$ cat src/rtl/prm_edge_pkg.sv
// rtl/prm_edge_pkg.sv - shared widths, state encoding and config packing for the PRM edge sweep
package prm_edge_pkg;

  localparam int JOINT_W    = 5;
  localparam int NUM_JOINTS = 3;
  localparam int CFG_W      = JOINT_W * NUM_JOINTS;

  typedef enum logic [1:0] {
    IDLE  = 2'd0,
    RUN   = 2'd1,
    DRAIN = 2'd2,
    DONE  = 2'd3
  } state_e;

  typedef struct packed {
    logic [JOINT_W-1:0] j2;
    logic [JOINT_W-1:0] j1;
    logic [JOINT_W-1:0] j0;
  } cfg_t;

endpackage

$ cat src/rtl/prm_joint_interp.sv
// rtl/prm_joint_interp.sv - per-joint linear interpolator with rounded fixed-point accumulator
module prm_joint_interp
  import prm_edge_pkg::*;
#(
  parameter int LOG2_STEPS = 3
) (
  input  logic               clk,
  input  logic               rst_n,
  input  logic               load,
  input  logic               step,
  input  logic [JOINT_W-1:0] start_in,
  input  logic [JOINT_W-1:0] end_in,
  output logic [JOINT_W-1:0] sample
);

  localparam int ACC_W = JOINT_W + 1 + LOG2_STEPS;
  localparam logic signed [ACC_W-1:0] HALF = ACC_W'(1 << (LOG2_STEPS - 1));

  logic [JOINT_W-1:0]      start_q;
  logic signed [JOINT_W:0] delta_q;
  logic signed [ACC_W-1:0] acc_q;

  always_ff @(posedge clk or negedge rst_n) begin
    if (!rst_n) begin
      start_q <= '0;
      delta_q <= '0;
      acc_q   <= '0;
    end else if (load) begin
      start_q <= start_in;
      delta_q <= $signed({1'b0, end_in}) - $signed({1'b0, start_in});
      acc_q   <= '0;
    end else if (step) begin
      acc_q <= acc_q + $signed({{LOG2_STEPS{delta_q[JOINT_W]}}, delta_q});
    end
  end

  // Result is always within 0..31, so the sum can be formed modulo 2^JOINT_W.
  assign sample = start_q + JOINT_W'((acc_q + HALF) >>> LOG2_STEPS);

endmodule

$ cat src/rtl/prm_edge_sweep_seq.sv
// rtl/prm_edge_sweep_seq.sv - sequences interpolated edge samples into the obstacle checker
module prm_edge_sweep_seq
  import prm_edge_pkg::*;
#(
  parameter int LOG2_STEPS = 3,
  parameter int CHK_LAT    = 0
) (
  input  logic                  clk,
  input  logic                  rst_n,
  input  logic                  req_valid,
  output logic                  req_ready,
  input  logic [CFG_W-1:0]      req_start,
  input  logic [CFG_W-1:0]      req_end,
  output logic [CFG_W-1:0]      chk_vec,
  input  logic                  chk_mask,
  output logic                  rsp_valid,
  input  logic                  rsp_ready,
  output logic                  rsp_blocked,
  output logic [LOG2_STEPS:0]   rsp_idx
);

  localparam int K_W  = LOG2_STEPS + 1;
  localparam int P_N  = CHK_LAT + 1;
  localparam int TK_W = P_N * K_W;
  localparam logic [K_W-1:0] K_LAST  = K_W'(1 << LOG2_STEPS);
  localparam logic [P_N-1:0] TOP_BIT = P_N'(1) << CHK_LAT;

  localparam logic [1:0] ST_IDLE  = IDLE;
  localparam logic [1:0] ST_RUN   = RUN;
  localparam logic [1:0] ST_DRAIN = DRAIN;
  localparam logic [1:0] ST_DONE  = DONE;

  logic [1:0]         state;
  logic [K_W-1:0]     k_q;
  // Stage 0 is aligned with chk_vec; the result for a tag appears at stage CHK_LAT.
  logic [P_N-1:0]     tag_v;
  logic [TK_W-1:0]    tag_k;
  cfg_t               start_cfg, end_cfg;
  logic [JOINT_W-1:0] s0, s1, s2;
  logic               load, issue, hit_now, last_issue, pipe_clear;
  logic [K_W-1:0]     emerge_k;

  assign start_cfg = req_start;
  assign end_cfg   = req_end;
  assign req_ready = (state == ST_IDLE);
  assign rsp_valid = (state == ST_DONE);
  assign load      = req_ready && req_valid;

  always_comb begin
    emerge_k   = tag_k[CHK_LAT*K_W +: K_W];
    hit_now    = tag_v[CHK_LAT] && chk_mask && !rsp_blocked;
    issue      = (state == ST_RUN) && !hit_now;
    last_issue = issue && (k_q == K_LAST);
    pipe_clear = ((tag_v & ~TOP_BIT) == '0);
  end

  prm_joint_interp #(.LOG2_STEPS(LOG2_STEPS)) u_j0 (
    .clk(clk), .rst_n(rst_n), .load(load), .step(issue),
    .start_in(start_cfg.j0), .end_in(end_cfg.j0), .sample(s0)
  );
  prm_joint_interp #(.LOG2_STEPS(LOG2_STEPS)) u_j1 (
    .clk(clk), .rst_n(rst_n), .load(load), .step(issue),
    .start_in(start_cfg.j1), .end_in(end_cfg.j1), .sample(s1)
  );
  prm_joint_interp #(.LOG2_STEPS(LOG2_STEPS)) u_j2 (
    .clk(clk), .rst_n(rst_n), .load(load), .step(issue),
    .start_in(start_cfg.j2), .end_in(end_cfg.j2), .sample(s2)
  );

  always_ff @(posedge clk or negedge rst_n) begin
    if (!rst_n) begin
      state       <= ST_IDLE;
      k_q         <= '0;
      tag_v       <= '0;
      tag_k       <= '0;
      chk_vec     <= '0;
      rsp_blocked <= 1'b0;
      rsp_idx     <= '0;
    end else begin
      tag_v <= (tag_v << 1) | P_N'(issue);
      tag_k <= (tag_k << K_W) | TK_W'(k_q);
      if (issue) begin
        chk_vec <= {s2, s1, s0};
        k_q     <= k_q + K_W'(1);
      end
      // Only the first returned hit is recorded; later hits are dropped.
      if (hit_now) begin
        rsp_blocked <= 1'b1;
        rsp_idx     <= emerge_k;
      end
      case (state)
        ST_IDLE: begin
          if (req_valid) begin
            state <= ST_RUN;
            k_q   <= '0;
          end
        end
        ST_RUN: begin
          if (hit_now || last_issue) state <= ST_DRAIN;
        end
        ST_DRAIN: begin
          if (pipe_clear) state <= ST_DONE;
        end
        default: begin
          if (rsp_ready) begin
            state       <= ST_IDLE;
            rsp_blocked <= 1'b0;
            rsp_idx     <= '0;
          end
        end
      endcase
    end
  end

endmodule

$ cat config.mk
export PLATFORM = sky130hd
export DESIGN_NAME = prm_edge_sweep_seq
export DESIGN_NICKNAME = d
export VERILOG_FILES = /design/src/rtl/prm_edge_pkg.sv /design/src/rtl/prm_joint_interp.sv /design/src/rtl/prm_edge_sweep_seq.sv
export SDC_FILE = /design/constraint.sdc
export NUM_CORES = 1
export LEC_CHECK = 0
export CAP_MARGIN = 20
export CORE_ASPECT_RATIO = 1.5
export CORE_MARGIN = 3
export CORE_UTILIZATION = 50
export DETAILED_ROUTE_END_ITERATION = 6
export PLACE_DENSITY = 0.71
export SYNTH_ARGS = -nofsm -noshare
export SYNTH_HDL_FRONTEND = slang
export SYNTH_HIERARCHICAL = 1
export SYNTH_SLANG_ARGS = --single-unit
export TNS_END_PERCENT = 10
$ cat constraint.sdc
create_clock -name clk -period 3 [get_ports clk]
set_input_delay 0.9 -clock clk [delete_from_list [all_inputs] [get_ports clk]]
set_output_delay 0.9 -clock clk [all_outputs]
set_load 0.1 [all_outputs]
==> flow_summary_export.csv, run 1 <==
group,metric,value,unit
setup_path,crit_arrival,2810,ps
clocking,cts_tree,"done",
yosys,synth-edff-count,0,
yosys,ys_ff_latch,88,
timing,hold_viol,0,
setup_path,r2r-end,"u_j0/acc_q[5]$_DFFE_PN0P_",
placed_design,place.gp.congestion,0.7960,
worst_hold_path,hold_end,"emerge_k[3]$_DFF_PN0_",
routing,first_pass_iters,4,
worst_hold_path,hold_depth,0,
flow_run,drv_cap,0,
clocking,cts_buffers,9,
setup_path,worstSetupStartpointType,"primary input",
yosys,synth_area_leaders,"dfrtp_1 38%, ha_1 13%, mux2_2 7.4%",
yosys,synth_area_per_cell,10.74,sq um
die,core,11170,sq um
yosys,yosysTopAreaCellShare,38.13,%
routing,wl,11190,um
timing,finalSetupViolations,0,
die,ios,57,
yosys,yosysSeqAreaShare,38.13,%
cells_and_area,multi_input_area,3238,sq um
clocking,clock_latency,340,ps
clocking,path_clk_slew,70,ps
pwr,leakagePower,3.154,nW
die,die_x,93.76,um
cells_and_area,antenna-diode-count,0,
yosys,ys_async_sr_fraction,100.0,%
clocking,root_buffer,"clkbuf_16",
timing,period_share,86.17,%
clocking,htreeDepth,3,
timing,slew_headroom,64.99,%
grt,first_global_vias,4177,
placed_design,dp_hpwl,8583,um
timing,clock_skew,10.31,ps
grt,antenna_found_initial,0,
grt,grt_pass1_wl,18900,um
clocking,postCtsSetupBuffers,0,
worst_hold_path,hp-class,"reg -> reg",
cells_and_area,areaGrowthSynthToFinish,17.03,%
timing,holdWs,424.5,ps
grt,grt-ovfl-total,0,
routing,drc,0,
yosys,postSynthCellCount,538,
cells_and_area,final_core_util,60.49,%
die,start_util,51.69,%
setup_path,cp_max_fo,12,
yosys,yosysTopAreaCell,"dfrtp_1",
routing,drt_iter0_markers,84,
cells_and_area,drive_gt1_share,17.54,%
routing,vias_per_cell,5.416,
routing,ant_nets,0,
status,status,"finished clean",
setup_path,rrSetupSlack,790,ps
timing,finalMaxSlewViolations,0,
yosys,synth_nets,643,
setup_path,reg2reg_from,"state[1]$_DFFE_PN0P_",
yosys,synth-main-ff-cell,"dfrtp_1",
cells_and_area,final-seq-area,2202,sq um
setup_path,critical_path_class,"in -> reg",
timing,worstMarginPinSlew,524.3,ps
setup_path,worstSetupEndpointType,"flop",
timing,timing.final.crit_period,2585,ps
timing,fmax,386.8,MHz
yosys,netlist_area,5776,sq um
clocking,postCtsResizedCells,0,
pwr,powerDensity,1227,nW/um^2
die,fp.dieH,137.6,um
grt,track_usage,18.45,%
cells_and_area,layout.cells.most_common,"dfrtp_1",
yosys,synth.distinct_cells,52,
cells_and_area,fill_cells,925,
die,rows,47,
pwr,finalPower,8.290,mW
setup_path,r2r_cells,7,
cells_and_area,final_cell_mix,"88 x dfrtp_1, 61 x ha_1, 58 x inv_1",
pwr,peakVddDrop,0.4756,mV
worst_hold_path,hold_start,"k_q[3]$_DFF_PN0_",
timing,tns,0,ps
routing,via_count,4100,
clocking,cts_hold_buf,0,
setup_path,cp.required,3230,ps
routing,wl_per_cell,14.79,um
clocking,clock-sinks,88,
timing,rsz0062_at_grt,"false",
yosys,yosysWarnings,6,
cells_and_area,layout.nets,710,
grt,grt_max_degree,47,
placed_design,port-buffer-count,56,
clocking,cts_buffer_depth,2,
die,die_area,12900,sq um
## flip-flops by register name (all words and copies together) (netlist names)
signal / cells
chk_vec: 15
u_j0/acc_q: 8
u_j1/acc_q: 8
u_j2/acc_q: 8
u_j0/delta_q: 6
u_j1/delta_q: 6
u_j2/delta_q: 6
u_j0/start_q: 5
u_j1/start_q: 5
u_j2/start_q: 5
emerge_k: 4
k_q: 4
rsp_idx: 4
state: 2
rsp_blocked: 1
tag_v: 1
## final cells by class
| cell class | instances | share of cell area [%] |
|---|---|---|
| Clock buffer | 9 | 3.332 |
| Clock inverter | 7 | 0.8145 |
| Inverter | 59 | 3.277 |
| Multi-Input combinational cell | 377 | 47.91 |
| Sequential cell | 88 | 32.58 |
| Tap cell | 147 | 2.721 |
| Timing Repair Buffer | 70 | 9.367 |
## layer usage
layer / part of all wire, % / GRT usage (%) / vias up
li1: - / - / 2026
met1: 42 / 21.48 / 2010
met2: 54 / 33.86 / 51
met3: 2.5 / 2.951 / 13
met4: 1.5 / 6.506 / 0
met5: 0 / 0 / -
## cell usage after synthesis (all sizes together) (3+ instances only)
library cell and number:
a21boi 3, o21ai 22, nand2 20, mux2 39
mux2i 26, nand2b 3, nor3b 6, nand4b 3
nor2b 9, nand3b 5, xor2 6, and3b 3
a21o 9, buf 6, o21bai 5, clkbuf 8
or4b 3, dfrtp 88, nand3 16, xnor2 33
nand4bb 3, a311o 4, fa 9, inv 59
ha 61, nor2 24, a21oi 32, o311ai 4
nor3 6, a211oi 6
## critical path, stage by stage
cell,delay [ps]
clkdlybuf4s50_1,440
nand3b_1,160
nand2_2,70
inv_1,310
buf_4,220
or4b_2,590
o311ai_0,120
## report_power, final
| group | total [mW] | switching, mW | internal (mW) |
|---|---|---|---|
| combinational | 5.02 | 2.94 | 2.08 |
| sequential | 2.22 | 0.463 | 1.75 |
| clock | 1.05 | 0.484 | 0.570 |
| total | 8.29 | 3.89 | 4.40 |
## metrics by stage
| step | area [sq um] | setup slack [ps] | cells |
|---|---|---|---|
| CTS | 6759 | 418.9 | 757 |
| global placement | 6479 | 132.7 | 741 |
| global route | 6759 | 329.5 | 757 |
| floorplan | 5776 | 199.4 | 538 |
| finish | 6759 | 414.9 | 757 |
| detailed placement | 6479 | 64.14 | 741 |
## kinds of logic after synthesis
logic type,share of synthesized area [%]
AND/OR/NAND/NOR,10.53
AO/OA/AOI/OAI,11.18
flip-flops,38.13
buffers and inverters,5.806
adder cells (fa/ha/maj),16.33
multiplexers,12.11
XOR/XNOR,5.914
## worst max path at each step
| stage | from | endpoint | slack, ps |
|---|---|---|---|
| 6_report | chk_mask | u_j0/acc_q[5]$_DFFE_PN0P_ | 410 |
| 5_1_grt | chk_mask | u_j0/acc_q[5]$_DFFE_PN0P_ | 330 |
| 4_1_cts | chk_mask | u_j0/acc_q[5]$_DFFE_PN0P_ | 420 |
| 3_5_place_dp | chk_mask | u_j0/acc_q[5]$_DFFE_PN0P_ | 60 |
| 3_3_place_gp | chk_mask | u_j0/acc_q[5]$_DFFE_PN0P_ | 130 |
| 2_1_floorplan | rsp_blocked$_DFF_PN0_ | u_j0/acc_q[7]$_DFFE_PN0P_ | 200 |
(Power assumes the default switching activity.)
==> inputs of run 2 (changes only) <==
CELL_PAD_IN_SITES_DETAIL_PLACEMENT = 1   (was default)
CELL_PAD_IN_SITES_GLOBAL_PLACEMENT = 1   (was default)
CORE_UTILIZATION = 46   (was 50)
PLACE_DENSITY = default   (was 0.71)
PLACE_DENSITY_LB_ADDON = 0.1   (was default)
==> run 2 against run 1 <==
Clock power barely moved. Die area rose by 8.2%. Final cell count rose by 0.40%. Global-route usage rose by 2.0 points. Total power rose by 1.5%. Setup slack improved by 110 ps. Routed wire length rose by 19%. Critical path depth rose by 1. Non-clock buffer count fell by 2. Final area fell by 0.46%. Maximum frequency rose by 4.6%. Worst hold slack improved by 37 ps. Largest cell class unchanged. Largest power group unchanged.
==> flow_summary_export.csv, run 2 (synthesis results as in run 1) <==
group,metric,value,unit
timing,timing.final.crit_period,2472,ps
clocking,cts_buffer_depth,2,
placed_design,dpl_worst_slack,137.3,ps
pwr,seq_power_share,26.6,%
pwr,powerDensity,1250,nW/um^2
clocking,htreeDepth,3,
pwr,switching_power,4.012,mW
die,fp.dieH,143.2,um
pwr,leakagePower,3.130,nW
placed_design,port-buffer-count,56,
die,die_area,13960,sq um
cells_and_area,layout.cells.most_common,"dfrtp_1",
setup_path,worstSetupStartpointType,"primary input",
pwr,swShare,47.70,%
cells_and_area,fill_cells,1360,
clocking,cts_hold_buf,0,
worst_hold_path,hold_depth,0,
setup_path,rrSetupSlack,750,ps
grt,grt_max_degree,40,
pwr,peakVddDrop,0.5695,mV
die,core,12140,sq um
grt,grt_pass1_wl,23140,um
die,start_util,47.58,%
pwr,pwr-share-comb,61.3,%
cells_and_area,areaGrowthSynthToFinish,16.49,%
cells_and_area,drive_gt1_share,16.64,%
setup_path,cp_max_fo,2,
setup_path,r2r_cells,9,
timing,tns,0,ps
timing,hold_viol,0,
setup_path,cp.required,3220,ps
setup_path,worstSetupEndpointType,"flop",
cells_and_area,largest-register,"chk_vec",
setup_path,crit_arrival,2690,ps
clocking,cts_buffers,9,
timing,clock_skew,7.573,ps
cells_and_area,final_cell_mix,"88 x dfrtp_1, 61 x ha_1, 58 x inv_1",
flow_run,drv_cap,0,
clocking,path_clk_slew,60,ps
timing,fmax,404.5,MHz
timing,worstMarginPinSlew,518.6,ps
routing,wl_per_cell,17.59,um
routing,via_count,4181,
cells_and_area,design_area,6728,sq um
grt,first_global_vias,4819,
die,ios,57,
grt,antenna_found_initial,0,
timing,slew_headroom,65.37,%
routing,first_pass_iters,4,
cells_and_area,final_core_util,55.42,%
placed_design,placed_area,6471,sq um
timing,rsz0062_at_grt,"false",
placed_design,dp_cells,745,
cells_and_area,layout.nets,708,
die,rows,49,
timing,worst_slack,527.6,ps
routing,ant_nets,0,
clocking,postCtsSetupBuffers,0,
placed_design,dp_hpwl,10040,um
pwr,cell_internal_pwr,4.400,mW
status,status,"finished clean",
cells_and_area,final-seq-area,2202,sq um
setup_path,critical_path_class,"in -> reg",
setup_path,reg2reg_from,"u_j0/acc_q[2]$_DFFE_PN0P_",
die,die_x,97.49,um
clocking,postCtsResizedCells,0,
timing,finalSetupViolations,0,
routing,vias_per_cell,5.501,
setup_path,r2r-end,"chk_vec[4]$_DFFE_PN0P_",
worst_hold_path,hold_start,"k_q[3]$_DFF_PN0_",
worst_hold_path,hold_end,"emerge_k[3]$_DFF_PN0_",
clocking,root_buffer,"clkbuf_16",
grt,grt-ovfl-total,0,
worst_hold_path,hp-class,"reg -> reg",
clocking,cts_tree,"done",
cells_and_area,antenna-diode-count,0,
clocking,clock-sinks,88,
routing,wl,13370,um
routing,drc,0,
timing,period_share,82.41,%
clocking,clock_latency,340,ps
grt,track_usage,20.45,%
cells_and_area,fin_cells,760,
timing,finalMaxSlewViolations,0,
cells_and_area,largest_reg_flops,15,
routing,drt_iter0_markers,85,
pwr,clockPowerShare,12.1,%
cells_and_area,multi_input_area,3238,sq um
placed_design,place.gp.congestion,0.8014,
run 2: changes by cell type in the layout (fill, tap and decap cells not counted), sizes merged:
cell | before | now
clkbuf | 9 | 12
inv | 62 | 59
buf | 37 | 35
clkinv | 2 | 1
run 2: per-stage QoR:
step	hold slack, ps	power (mW)
after floorplan	380.7	6.189
after global placement	421.4	7.168
after detailed placement	416.1	7.411
after CTS	440.8	8.523
after global routing	459.7	9.103
final	461.3	8.412
run 2: power groups by stage:
stage / sequential, mW / combinational (mW) / clock, mW
2_1_floorplan: 3.02 / 3.17 / 0
3_5_place_dp: 2.26 / 5.15 / 0
5_1_grt: 2.33 / 5.68 / 1.10
4_1_cts: 2.25 / 5.23 / 1.05
6_report: 2.24 / 5.15 / 1.02
3_3_place_gp: 2.23 / 4.94 / 0
run 2: area by class of cell:
cell class	count	share of cell area, %
clock buffers	12	3.515
inverters	59	3.292
clock inverters	3	0.2976
well taps	153	2.845
flip-flops and latches	88	32.73
multi-input cells	377	48.13
repair buffers	68	9.187
run 2: critical path, stage by stage:
cell and delay [ps]:
clkdlybuf4s50_1 450, inv_1 40, ha_1 200, fa_1 400, o21ai_0 180, a21oi_1 100, xnor2_1 140, mux2_2 280
run 2: metal layers:
layer / routed length [um] / vias up / GRT usage [%]
met5: 0 / - / 0
met4: 235 / 0 / 6.856
met3: 373 / 18 / 3.177
met2: 7277 / 64 / 39.65
met1: 5479 / 2094 / 22.53
li1: - / 2005 / -
run 2: worst max-delay path by stage:
| stage | start | to | slack, ps | cells after the start |
|---|---|---|---|---|
| 6_report | req_end[5] | u_j1/delta_q[4]$_DFFE_PN0P_ | 530 | 8 |
| 5_1_grt | req_start[11] | u_j2/delta_q[3]$_DFFE_PN0P_ | 320 | 8 |
| 4_1_cts | req_start[11] | u_j2/delta_q[5]$_DFFE_PN0P_ | 490 | 8 |
| 3_3_place_gp | req_end[5] | u_j1/delta_q[4]$_DFFE_PN0P_ | 250 | 8 |
| 2_1_floorplan | rsp_blocked$_DFF_PN0_ | u_j0/acc_q[7]$_DFFE_PN0P_ | 200 | 8 |
| 3_5_place_dp | req_start[11] | u_j2/delta_q[5]$_DFFE_PN0P_ | 140 | 8 |
==> inputs of run 3 (changes only) <==
clock period = 2.3 ns   (was 3 ns; I/O delays follow)
==> run 3 against run 2 <==
Register-to-register slack lost 670 ps. Routed wire length grew 2.0%. Setup slack worse by 480 ps. Total power up 38%. Via count rose by 1.9%. Critical path type unchanged. First-iteration DRC count fell by 8.2%. Combinational power is 38% higher. Worst hold slack worse by 180 ps. Clock power is 59% higher. Critical path depth increased by 1. Core utilization grew 3.0 points. Sequential share of layout area decreased by 1.6 points.
==> flow_summary_export.csv, run 3 (synthesis results as in run 1) <==
group,metric,value,unit
die,core,12140,sq um
pwr,peakVddDrop,0.6374,mV
routing,ant_nets,0,
clocking,root_buffer,"clkbuf_16",
cells_and_area,drive_gt1_share,22.05,%
cells_and_area,fin_cells,788,
setup_path,rrSetupSlack,80,ps
placed_design,placed_area,6716,sq um
timing,holdWs,280.2,ps
timing,timing.final.crit_period,2253,ps
setup_path,worstSetupStartpointType,"primary input",
grt,grt-ovfl-total,0,
clocking,cts_hold_buf,0,
die,rows,49,
timing,fmax,443.9,MHz
setup_path,cp.required,2510,ps
grt,first_global_vias,4857,
pwr,powerDensity,1641,nW/um^2
setup_path,worstPathCellList,"clkdlybuf4s50_1 -> nand3b_1 -> nand2_2 -> clkinvlp_4 -> buf_4 -> nand2_1 -> a311o_1 -> o211ai_2 -> mux2_1",
setup_path,cp_max_fo,10,
timing,period_share,97.94,%
setup_path,worstSetupEndpointType,"flop",
placed_design,dp_cells,770,
cells_and_area,layout.cells.most_common,"dfrtp_1",
die,die_area,13960,sq um
placed_design,dpl_worst_slack,-334.9,ps
cells_and_area,multi_input_area,3276,sq um
clocking,cts_tree,"done",
placed_design,dp_hpwl,10350,um
pwr,leakagePower,3.310,nW
status,status,"finished clean",
cells_and_area,layout.nets,735,
timing,finalMaxSlewViolations,0,
clocking,clock_latency,330,ps
cells_and_area,design_area,7091,sq um
setup_path,r2r-end,"u_j0/acc_q[7]$_DFFE_PN0P_",
timing,worst_slack,47.41,ps
clocking,cts_buffer_depth,2,
timing,finalSetupViolations,0,
die,die_x,97.49,um
grt,antenna_found_initial,0,
worst_hold_path,hp-class,"in -> async",
setup_path,cp_num_buf_inv,3,
setup_path,critical_path_class,"in -> reg",
timing,slew_headroom,71.10,%
grt,grt_pass1_wl,23360,um
setup_path,reg2reg_from,"state[1]$_DFFE_PN0P_",
clocking,cts_buffers,9,
setup_path,crit_slowest_cell,"clkdlybuf4s50_1",
clocking,path_clk_slew,60,ps
clocking,htreeDepth,3,
routing,wl,13640,um
cells_and_area,areaGrowthSynthToFinish,22.77,%
setup_path,crit_arrival,2470,ps
grt,track_usage,20.55,%
timing,hold_viol,0,
routing,wl_per_cell,17.30,um
die,ios,57,
cells_and_area,fill_cells,1319,
cells_and_area,final_core_util,58.41,%
routing,drt_iter0_markers,78,
timing,clock_skew,5.281,ps
routing,first_pass_iters,4,
placed_design,place.gp.congestion,0.7967,
cells_and_area,antenna-diode-count,0,
die,fp.dieH,143.2,um
routing,via_count,4259,
setup_path,crit_cells,9,
placed_design,port-buffer-count,56,
timing,rsz0062_at_grt,"true",
routing,drc,0,
setup_path,cpLargestDelayFamily,"buffers and inverters",
timing,worstMarginPinSlew,433.5,ps
setup_path,r2r_cells,9,
cells_and_area,largest_reg_flops,15,
flow_run,drv_cap,0,
cells_and_area,final_cell_mix,"86 x dfrtp_1, 60 x ha_1, 57 x inv_1, 57 x buf_4, 38 x mux2_2",
grt,grt_max_degree,37,
cells_and_area,largest-register,"chk_vec",
clocking,clock-sinks,88,
die,start_util,47.58,%
routing,vias_per_cell,5.405,
setup_path,cp_slowest_stage_delay,430,ps
cells_and_area,final-seq-area,2207,sq um
run 3: cell types whose count changed in the layout (fill, tap and decap cells not counted), sizes merged:
cell,delta
buf,+27
bufinv,+2
inv,-1
run 3: per-stage QoR:
step	TNS, ps	total power [mW]
floorplan	-181.5	8.127
global placement	-3744	9.574
CTS	0	11.73
finish	0	11.64
detailed placement	-4907	9.958
global route	-127.5	12.51
run 3: final cells by class:
| type | instances | area share, % |
|---|---|---|
| well taps | 153 | 2.700 |
| flip-flops and latches | 88 | 31.13 |
| inverters | 59 | 3.176 |
| multi-input cells | 377 | 46.20 |
| clock inverters | 4 | 1.076 |
| clock buffers | 12 | 3.617 |
| repair buffers | 95 | 12.11 |
run 3: worst max path at each step:
stage | startpoint | end | slack, ps
final | chk_mask | u_j0/acc_q[7]$_DFFE_PN0P_ | 50
after floorplan | rsp_blocked$_DFF_PN0_ | u_j1/acc_q[7]$_DFFE_PN0P_ | -90
after global placement | chk_mask | u_j1/acc_q[7]$_DFFE_PN0P_ | -270
after global routing | chk_mask | u_j1/acc_q[7]$_DFFE_PN0P_ | -40
after CTS | req_start[1] | u_j0/delta_q[3]$_DFFE_PN0P_ | 4
after detailed placement | req_start[1] | u_j0/delta_q[3]$_DFFE_PN0P_ | -330
run 3: timing repair:
action / CTS / global route
endpoints found under the setup margin: 0 / 12
setup buffers: 0 / 2
resized for setup: 0 / 12
run 3: power breakdown:
group / switching, mW / internal, mW / total, mW / leakage (nW)
registers: 0.598 / 2.30 / 2.89 / 1.08
clock network: 0.607 / 1.01 / 1.62 / 0.159
logic: 4.14 / 2.98 / 7.12 / 2.07
total: 5.35 / 6.29 / 11.6 / 3.31
run 3: routing by layer:
metal	global-route usage, %	vias up	share of wire, %
li1	-	2062	-
met4	5.835	0	1.3
met2	41.02	48	58
met3	2.542	11	1.8
met5	0	-	0
met1	22.50	2138	39
